===== src/rtl/product_accumulator_pkg.sv =====
// ============================================================================
// Module : product_accumulator_pkg
// Brief  : Shared state encoding and default widths for the product path.
// Rev    : 1.0  initial release
// ============================================================================
`default_nettype none

package product_accumulator_pkg;

    localparam int C_P_W_DEFAULT   = 64;
    localparam int C_LEN_W_DEFAULT = 8;

    typedef enum logic [1:0] {
        IDLE  = 2'd0,
        ACCUM = 2'd1,
        HOLD  = 2'd2
    } state_e;

endpackage

`default_nettype wire


===== src/rtl/product_accumulator_sat_clamp.sv =====
// ============================================================================
// Module : sat_clamp
// Brief  : Clamps a wide signed accumulator into the P_W signed range.
// Rev    : 1.0  initial release
// ============================================================================
`default_nettype none

module sat_clamp #(
    parameter int ACC_W = 72,
    parameter int P_W   = 64
) (
    input  logic [ACC_W-1:0] i_acc,
    output logic [P_W-1:0]   o_val,
    output logic             o_ovf
);

    logic [ACC_W-P_W:0] w_upper;
    logic               w_fits;

    // The value fits when every bit from the P_W sign bit upward agrees.
    assign w_upper = i_acc[ACC_W-1:P_W-1];
    assign w_fits  = (w_upper == '0) || (w_upper == '1);

    always_comb begin
        o_ovf = !w_fits;
        o_val = i_acc[P_W-1:0];
        if (!w_fits) begin
            o_val = i_acc[ACC_W-1] ? {1'b1, {(P_W-1){1'b0}}}
                                   : {1'b0, {(P_W-1){1'b1}}};
        end
    end

endmodule

`default_nettype wire


===== src/rtl/product_accumulator.sv =====
// ============================================================================
// Module : product_accumulator
// Brief  : Sums a block of signed products and presents a saturated result.
// Rev    : 1.0  initial release
// ============================================================================
`default_nettype none

module product_accumulator
    import product_accumulator_pkg::*;
#(
    parameter int P_W   = C_P_W_DEFAULT,
    parameter int LEN_W = C_LEN_W_DEFAULT,
    parameter int ACC_W = P_W + LEN_W
) (
    input  logic             clk,
    input  logic             rst,
    input  logic             p_valid,
    output logic             p_ready,
    input  logic [P_W-1:0]   p,
    input  logic [LEN_W-1:0] len,
    output logic             out_valid,
    input  logic             out_ready,
    output logic [P_W-1:0]   acc_out,
    output logic             sat,
    output logic [LEN_W-1:0] cnt_out
);

    state_e             r_state_q,     w_state_d;
    logic [ACC_W-1:0]   r_acc_q,       w_acc_d;
    logic [LEN_W-1:0]   r_cnt_q,       w_cnt_d;
    logic [LEN_W-1:0]   r_len_q,       w_len_d;
    logic               r_p_ready_q,   w_p_ready_d;
    logic               r_out_valid_q, w_out_valid_d;
    logic [P_W-1:0]     r_acc_out_q,   w_acc_out_d;
    logic               r_sat_q,       w_sat_d;
    logic [LEN_W-1:0]   r_cnt_out_q,   w_cnt_out_d;

    logic [ACC_W-1:0]   w_p_ext;
    logic [LEN_W-1:0]   w_len_eff;
    logic [P_W-1:0]     w_clamp_val;
    logic               w_clamp_ovf;

    assign w_p_ext   = {{(ACC_W-P_W){p[P_W-1]}}, p};
    assign w_len_eff = (len == '0) ? LEN_W'(1) : len;

    // Clamp the next accumulator value so the outputs can be registered.
    sat_clamp #(
        .ACC_W (ACC_W),
        .P_W   (P_W)
    ) u_sat_clamp (
        .i_acc (w_acc_d),
        .o_val (w_clamp_val),
        .o_ovf (w_clamp_ovf)
    );

    always_comb begin
        w_state_d = r_state_q;
        w_acc_d   = r_acc_q;
        w_cnt_d   = r_cnt_q;
        w_len_d   = r_len_q;
        case (r_state_q)
            IDLE: begin
                if (p_valid) begin
                    w_acc_d   = w_p_ext;
                    w_cnt_d   = LEN_W'(1);
                    w_len_d   = w_len_eff;
                    w_state_d = (w_len_eff == LEN_W'(1)) ? HOLD : ACCUM;
                end
            end
            ACCUM: begin
                if (p_valid) begin
                    w_acc_d = r_acc_q + w_p_ext;
                    w_cnt_d = r_cnt_q + LEN_W'(1);
                    if (w_cnt_d == r_len_q) begin
                        w_state_d = HOLD;
                    end
                end
            end
            HOLD: begin
                if (out_ready) begin
                    w_state_d = IDLE;
                end
            end
            default: w_state_d = IDLE;
        endcase

        w_p_ready_d   = (w_state_d != HOLD);
        w_out_valid_d = (w_state_d == HOLD);
        w_acc_out_d   = (w_state_d == HOLD) ? w_clamp_val : '0;
        w_sat_d       = (w_state_d == HOLD) ? w_clamp_ovf : 1'b0;
        w_cnt_out_d   = (w_state_d == HOLD) ? w_cnt_d : '0;
    end

    always_ff @(posedge clk) begin
        if (rst) begin
            r_state_q     <= IDLE;
            r_acc_q       <= '0;
            r_cnt_q       <= '0;
            r_len_q       <= '0;
            r_p_ready_q   <= 1'b1;
            r_out_valid_q <= 1'b0;
            r_acc_out_q   <= '0;
            r_sat_q       <= 1'b0;
            r_cnt_out_q   <= '0;
        end else begin
            r_state_q     <= w_state_d;
            r_acc_q       <= w_acc_d;
            r_cnt_q       <= w_cnt_d;
            r_len_q       <= w_len_d;
            r_p_ready_q   <= w_p_ready_d;
            r_out_valid_q <= w_out_valid_d;
            r_acc_out_q   <= w_acc_out_d;
            r_sat_q       <= w_sat_d;
            r_cnt_out_q   <= w_cnt_out_d;
        end
    end

    assign p_ready   = r_p_ready_q;
    assign out_valid = r_out_valid_q;
    assign acc_out   = r_acc_out_q;
    assign sat       = r_sat_q;
    assign cnt_out   = r_cnt_out_q;

endmodule

`default_nettype wire

===== config.mk =====
export PLATFORM = sky130hd
export DESIGN_NAME = product_accumulator
export DESIGN_NICKNAME = d
export VERILOG_FILES = /design/src/rtl/product_accumulator_pkg.sv /design/src/rtl/product_accumulator_sat_clamp.sv /design/src/rtl/product_accumulator.sv
export SDC_FILE = /design/constraint.sdc
export NUM_CORES = 1
export LEC_CHECK = 0
export CAP_MARGIN = 20
export CORE_ASPECT_RATIO = 1.5
export CORE_MARGIN = 10
export CORE_UTILIZATION = 40
export CTS_BUF_LIST = sky130_fd_sc_hd__clkbuf_4
export CTS_CLUSTER_DIAMETER = 120
export DETAILED_ROUTE_END_ITERATION = 12
export PLACE_DENSITY = 0.74
export REMOVE_ABC_BUFFERS = 1
export SLEW_MARGIN = 5
export SYNTH_ARGS = -nofsm -noshare
export SYNTH_HDL_FRONTEND = slang
export SYNTH_SLANG_ARGS = --single-unit

===== constraint.sdc =====
create_clock -name clk -period 4.35 [get_ports clk]
set_clock_uncertainty 0.15 [all_clocks]
set_input_delay 0.87 -clock clk [delete_from_list [all_inputs] [get_ports clk]]
set_output_delay 0.87 -clock clk [all_outputs]
set_load 0.02 [all_outputs]

==> results.toml, run 1 <==
[final_layout]
mostFrequentLayoutCells = "buf_4, a21oi_1, nor2_1, dfxtp_1, clkdlybuf4s50_1"
nNetsFinal = 2092
final_common_cell = "buf_4"
drive_gt1_share_pct = 26.1
fillers = 2470
finalInstanceArea_mm2 = 0.0166
fin_util_pct = 59.5
syn2layout_area_growth_pct = 47.0

[critical_path]
startpoint_type = "input port"
worstReg2RegStart = "r_acc_q[0]"
path_cells = "clkdlybuf4s50_1 -> ha_2 -> nand2_1 -> buf_4 -> a211o_4 -> a2111oi_4 -> o21bai_1 -> buf_4 -> a211o_1 -> o211ai_4 -> o2111ai_2 -> nor4b_4 -> buf_4 -> a41oi_4 -> buf_12 -> buf_12 -> o21ai_1"
worstPathArrival_ps = 4700
critPathMaxFanout = 18
cp-end-kind = "flop"
cpMostUsedCell = "buf_4"
r2r_end = "acc_out[45]"
cp-startpoint = "p[11]"
path_delay_family = "compound AO/OA/AOI/OAI gates"
reg2reg_slack_ps = 270
reg2reg_depth = 17
crit_buf_inv = 6
critical_path.max_stage_delay_ps = 460
slowest_stage = "clkdlybuf4s50_1"
setup.worst_path.class = "in2reg"
crit_required_ps = 4810

[floorplanning]
start_util_pct = 40.4
core_area_mm2 = 0.0280
die_area_mm2 = 0.0355
num_io_pins = 151
die_y_um = 226
chipWidth_um = 157
fp-row-count = 75

[route]
drtPass1Iterations = 5
viasPerCell = 5.75
wire_per_inst_um = 19.8
num_vias = 13200
drtIter0Drc = 769
finalWirelength_um = 45600
drc = 0
ant_nets = 0

[synth]
synth_area_mm2 = 0.0113
ys_seq_area_share_pct = 29.2
synthMuxAreaShare_pct = 3.95
synth_cell_types = 75
synth_top_area_cell = "dfxtp_1"
synth_top_family_by_area = "compound AO/OA/AOI/OAI gates"
synth_top_area_share_pct = 29.2
synth-compound-area-share_pct = 27.4
synth-edff-count = 0
synth_ff_type = "dfxtp_1"
synth_xor_area_share_pct = 4.80
ys_warn_count = 0
synth_fa_ha_area_share_pct = 8.25
ys_seq_elements = 165
synthCells = 1494
avgSynthCellArea_um2 = 7.57
async_flop_share_pct = 0
synthSimpleGateAreaFrac_pct = 22.2
synth.area.top_cells = "dfxtp_1, ha_1, a21oi_1, nor2_1, nand2_1"

[placed_design]
hpwl_um = 35500
post-place-ws_ps = -832
io_buffer_count = 150
dpl_cell_area_mm2 = 0.0157
routabilityCongestion = 1.02

[global_routing]
grt_pass1_wl_um = 69700
grt_usage_pct = 25.0
grt_max_degree = 59
antenna_found_initial = 1
grt_pass1_vias = 13400
gr-total-overflow = 0

[clock_tree]
htree_levels = 4
cts_tree = "done"
clkTransAtPathRegs_ps = 150
ctsLongestPathBuffers = 2
clock_latency_ps = 700
cts_hold_buf = 0
cts_root_buf = "clkbuf_4"
numCtsBuffers = 17
cts_sinks = 165

[min_path]
holdPathStages = 2
hold_end = "r_len_q[1]"
hold_path_class = "reg2reg"
min_from = "r_len_q[1]"

[sta]
hold_viol = 0
post-route-period-util_pct = 97.5
tightestPinTransition_ps = 629
relSlewSlack_pct = 57.8
fin_ws_ps = 109
hold_slack_ps = 329
setup_violations = 0
max_clock_freq_mhz = 236
report.final.slew_viol_count = 0
period_needed_ps = 4240

[flow_run]
cap_violations = 0

[status]
status = "completed"

[power]
p_per_area_mw_per_mm2 = 287
finalPower_w = 0.00476
ir_worst_vdd_v = 0.000236
p_leak_nw = 7.07
## synthesized netlist by cell type, types with 3 or more instances
cell type  instances
a31oi_1           11
buf_1             13
dfxtp_1          165
buf_2             16
inv_1             17
or4_1              7
o311ai_0           3
o21bai_1          12
clkbuf_1          69
or3_1             29
mux2_2             5
a31o_2             3
o21ai_0           76
o2bb2ai_1         10
nand2_1          129
nand3b_1          10
o21ai_1           60
and2_1            10
a211oi_1          12
mux2i_1           39
xnor2_1           34
o211ai_1          23
nand3_1           33
a21o_1            24
nor2b_1           12
nor3_1            43
or2_2              5
nor2_1           177
o211a_1            3
o22ai_1            4
a221oi_1           4
o21a_1            22
a21oi_1          180
nand4_1           39
a211o_1            5
xor2_1            28
nor4_1             9
ha_1              73
o311ai_1           3
a21boi_0           8
o31ai_1            5
and3_1            16
a2111oi_0          5
a41o_1             3
nand2b_1           4
## worst min-delay path: cells and delay by family, from the launching register on
family	cells	cell delay, ps
DFF	1	350
and+or+nand+nor	1	50
AOI/OAI and AO/OA	1	50
## stage by stage
| step | setup TNS, ps | instances |
|---|---|---|
| after floorplan | -144970 | 1395 |
| after global placement | -49350 | 2258 |
| after detailed placement | -53800 | 2258 |
| after CTS | 0 | 2293 |
| after global routing | -374 | 2302 |
| final | 0 | 2302 |
## flip-flops by register name, indices dropped and copies added (netlist names)
| name | cells |
|---|---|
| r_len_q | 8 |
| acc_out | 64 |
| out_valid | 1 |
| cnt_out | 8 |
| sat | 1 |
| r_acc_q | 72 |
| p_ready | 1 |
| r_state_q | 2 |
| r_cnt_q | 8 |
## kinds of logic (layout without fill, tap and decap cells)
| logic type | Yosys count | count (layout) |
|---|---|---|
| mux | 44 | 44 |
| xor+xnor | 62 | 62 |
| simple gates | 530 | 530 |
| compound gates | 501 | 501 |
| other cells | 0 | 1 |
| fa+ha+maj | 74 | 74 |
| buf+inv | 118 | 579 |
| flops | 165 | 165 |
## power breakdown
| group | internal [W] | switching [W] |
|---|---|---|
| Combinational | 0.000971 | 0.00108 |
| Sequential | 0.00159 | 0.0000695 |
| Clock | 0.000414 | 0.000640 |
| Total | 0.00298 | 0.00179 |
## layer usage
layer  share of wire [%]  GRT usage [%]  routed length, um  vias up
met5                   0              0                  0        -
met4                 7.4           18.8               3390        0
met3                 4.8           4.36               2210      153
met2                  53           47.2              24200      424
met1                  35           23.1              15800     6302
li1                    -              -                  -     6363
## final cells by class
| class | instances | area, um^2 | area share [%] |
|---|---|---|---|
| diodes | 1 | 2.50 | 0.0151 |
| clock buffers | 17 | 128 | 0.768 |
| clock inverters | 15 | 191 | 1.15 |
| inverters | 19 | 71.3 | 0.429 |
| multi-input cells | 1211 | 8060 | 48.5 |
| flip-flops and latches | 165 | 3310 | 19.9 |
| well taps | 346 | 433 | 2.60 |
| repair buffers | 528 | 4440 | 26.7 |
## worst max-delay path by stage
| stage | endpoint | slack (ps) | cells after the start |
|---|---|---|---|
| 5_1_grt | acc_out[45] | -30 | 19 |
| 2_1_floorplan | acc_out[28] | -2420 | 10 |
| 3_3_place_gp | sat | -770 | 16 |
| 6_report | acc_out[45] | 110 | 17 |
| 3_5_place_dp | acc_out[62] | -830 | 16 |
| 4_1_cts | acc_out[40] | 10 | 15 |
## what timing repair did
action                                  CTS  global route
pin swaps                                 3            24
endpoints found under the setup margin   64            64
buffers inserted                          3             7
endpoints found under the hold margin     0             0
resized for setup                         6            96
gates cloned                              0             1
(Power assumes the default switching activity.)
==> run 2: changes to the inputs <==
--- a/config.mk
+++ b/config.mk
@@ -7,13 +7,14 @@
 export LEC_CHECK = 0
 export CAP_MARGIN = 20
 export CORE_ASPECT_RATIO = 1.5
-export CORE_MARGIN = 10
+export CORE_MARGIN = 1
 export CORE_UTILIZATION = 40
 export CTS_BUF_LIST = sky130_fd_sc_hd__clkbuf_4
 export CTS_CLUSTER_DIAMETER = 120
 export DETAILED_ROUTE_END_ITERATION = 12
 export PLACE_DENSITY = 0.74
 export REMOVE_ABC_BUFFERS = 1
+export SETUP_SLACK_MARGIN = 0.3
 export SLEW_MARGIN = 5
 export SYNTH_ARGS = -nofsm -noshare
 export SYNTH_HDL_FRONTEND = slang
==> run 2 against run 1 <==
Compared with the run above: utilization grew 4.2 points; die area down 18%; maximum frequency shrank 0.28%; cell count up 1.8%; sequential share of layout area decreased by 1.2 points; non-clock buffer count rose by 41; register-to-register slack lost 160 ps; total power grew 4.2%; wire length grew 5.1%.
==> results.toml, run 2 (synthesized netlist as in run 1, its figures left out) <==
[sta]
rsz0062_at_grt = "yes"
tightestPinTransition_ps = 714
max_clock_freq_mhz = 235
post-route-period-util_pct = 97.8
relSlewSlack_pct = 52.4
setup_violations = 0
hold_viol = 0
period_needed_ps = 4250
hold_slack_ps = 329
report.final.slew_viol_count = 0

[global_routing]
gr-total-overflow = 0
busiest_layer = "met2"
grt_usage_pct = 32.6
antenna_found_initial = 2
grt_pass1_wl_um = 72200
met2_usage_pct = 60.0
met1_usage_pct = 30.8
grt_pass1_vias = 13900
met3_usage_pct = 5.20
grt_max_degree = 57

[route]
finalWirelength_um = 48000
num_vias = 13700
ant_nets = 0
viasPerCell = 5.85
wire_per_inst_um = 20.5
drc = 0
drtPass1Iterations = 5
drtIter0Drc = 799

[min_path]
holdPathStages = 2
hold_end = "r_len_q[7]"
hold_path_class = "reg2reg"
min_from = "r_len_q[7]"

[placed_design]
routabilityCongestion = 1.03
place_inst = 2260
io_buffer_count = 150
hpwl_um = 33500

[critical_path]
setup.worst_path.class = "in2reg"
reg2reg_slack_ps = 110
r2r_end = "acc_out[31]"
cp-startpoint = "p[1]"
reg2reg_depth = 19
worstPathArrival_ps = 4680
crit_required_ps = 4780
critPathMaxFanout = 8
cp-end-kind = "flop"
worstReg2RegStart = "r_acc_q[0]"
startpoint_type = "input port"

[final_layout]
regMostFlops = "r_acc_q"
drive_gt1_share_pct = 32.0
syn2layout_area_growth_pct = 56.8
finalNonFillerCells = 2344
mostFrequentLayoutCells = "buf_4, nor2_1, dfxtp_1, a21oi_1, nand2_1"
nNetsFinal = 2133
fin_util_pct = 63.6
largest_reg_flops = 72
final_common_cell = "buf_4"

[floorplanning]
num_io_pins = 151
core_area_mm2 = 0.0279
chipWidth_um = 139
die_y_um = 208
fp-row-count = 75
start_util_pct = 40.6
die_area_mm2 = 0.0290

[clock_tree]
htree_levels = 4
numCtsBuffers = 17
cts_root_buf = "clkbuf_4"
clock_latency_ps = 690
ctsLongestPathBuffers = 2
cts_tree = "done"
cts_sinks = 165
clkTransAtPathRegs_ps = 130

[flow_run]
cap_violations = 0

[power]
p_per_area_mw_per_mm2 = 280
finalPower_w = 0.00497
p_leak_nw = 7.48
ir_worst_vdd_v = 0.000295

[status]
status = "completed"
[run 2: cell count changes in the layout (fill, tap and decap cells not counted), sizes merged, moves of 2 or more]
cell and delta:
buf +44, clkdlybuf4s50 -29, dlygate4sd2 +23, inv -7, clkbuf +5, clkinv +2, clkinvlp +2
[run 2: metrics by stage]
step,worst slack (ps),area (um^2),setup TNS (ps)
6_report,97.1,17700,0
5_1_grt,-2.80,17700,-4.22
4_1_cts,261,17300,0
3_5_place_dp,-1040,15700,-67440
3_3_place_gp,-930,15700,-60250
2_1_floorplan,-2420,10900,-144970
[run 2: metal layers]
metal | share of wire [%] | wire [um] | vias to the layer above
met5 | 0 | 0 | -
met4 | 8.7 | 4160 | 0
met3 | 5.2 | 2490 | 197
met2 | 52 | 24900 | 582
met1 | 34 | 16400 | 6486
li1 | - | - | 6446
[run 2: area by class of cell]
class                           count  area [um^2]
Fill cell                        2340        10100
Clock inverter                     13          181
Sequential cell                   165         3310
Timing Repair Buffer              569         4890
Multi-Input combinational cell   1211         8700
Tap cell                          346          433
Inverter                           19         71.3
Clock buffer                       19          143
Antenna cell                        2         5.00
[run 2: worst max-delay path by stage]
stage,depth (start not counted),slack (ps),end
5_1_grt,19,-3,acc_out[15]
6_report,19,100,acc_out[31]
3_5_place_dp,15,-1040,acc_out[50]
4_1_cts,18,260,acc_out[57]
3_3_place_gp,15,-930,acc_out[58]
2_1_floorplan,10,-2420,acc_out[28]
[run 2: what timing repair did]
| action | CTS | global route |
|---|---|---|
| endpoints found under the hold margin | 0 | 0 |
| hold buffers | 0 | 0 |
| setup endpoints to repair | 65 | 65 |
| pin swaps | 63 | 37 |
| resized for setup | 206 | 81 |
| gates cloned | 6 | 2 |
| buffers inserted | 28 | 14 |
[run 2: report_power, final]
part	switching (W)	leakage, nW	internal (W)
Sequential	0.0000850	1.35	0.00159
Combinational	0.00116	5.96	0.00106
Clock	0.000603	0.164	0.000466
Total	0.00185	7.48	0.00312
[run 2: worst max-delay path: stages]
cell	delay [ps]
dlygate4sd2_1	280
fa_2	410
a41o_1	220
buf_6	130
a221oi_4	320
a211o_4	240
a2111oi_4	90
o21bai_2	210
buf_4	140
a211o_1	150
o211ai_4	120
buf_6	140
nor4_4	250
o211ai_1	200
o41ai_4	350
buf_6	210
buf_12	130
clkbuf_16	160
o21ai_1	60
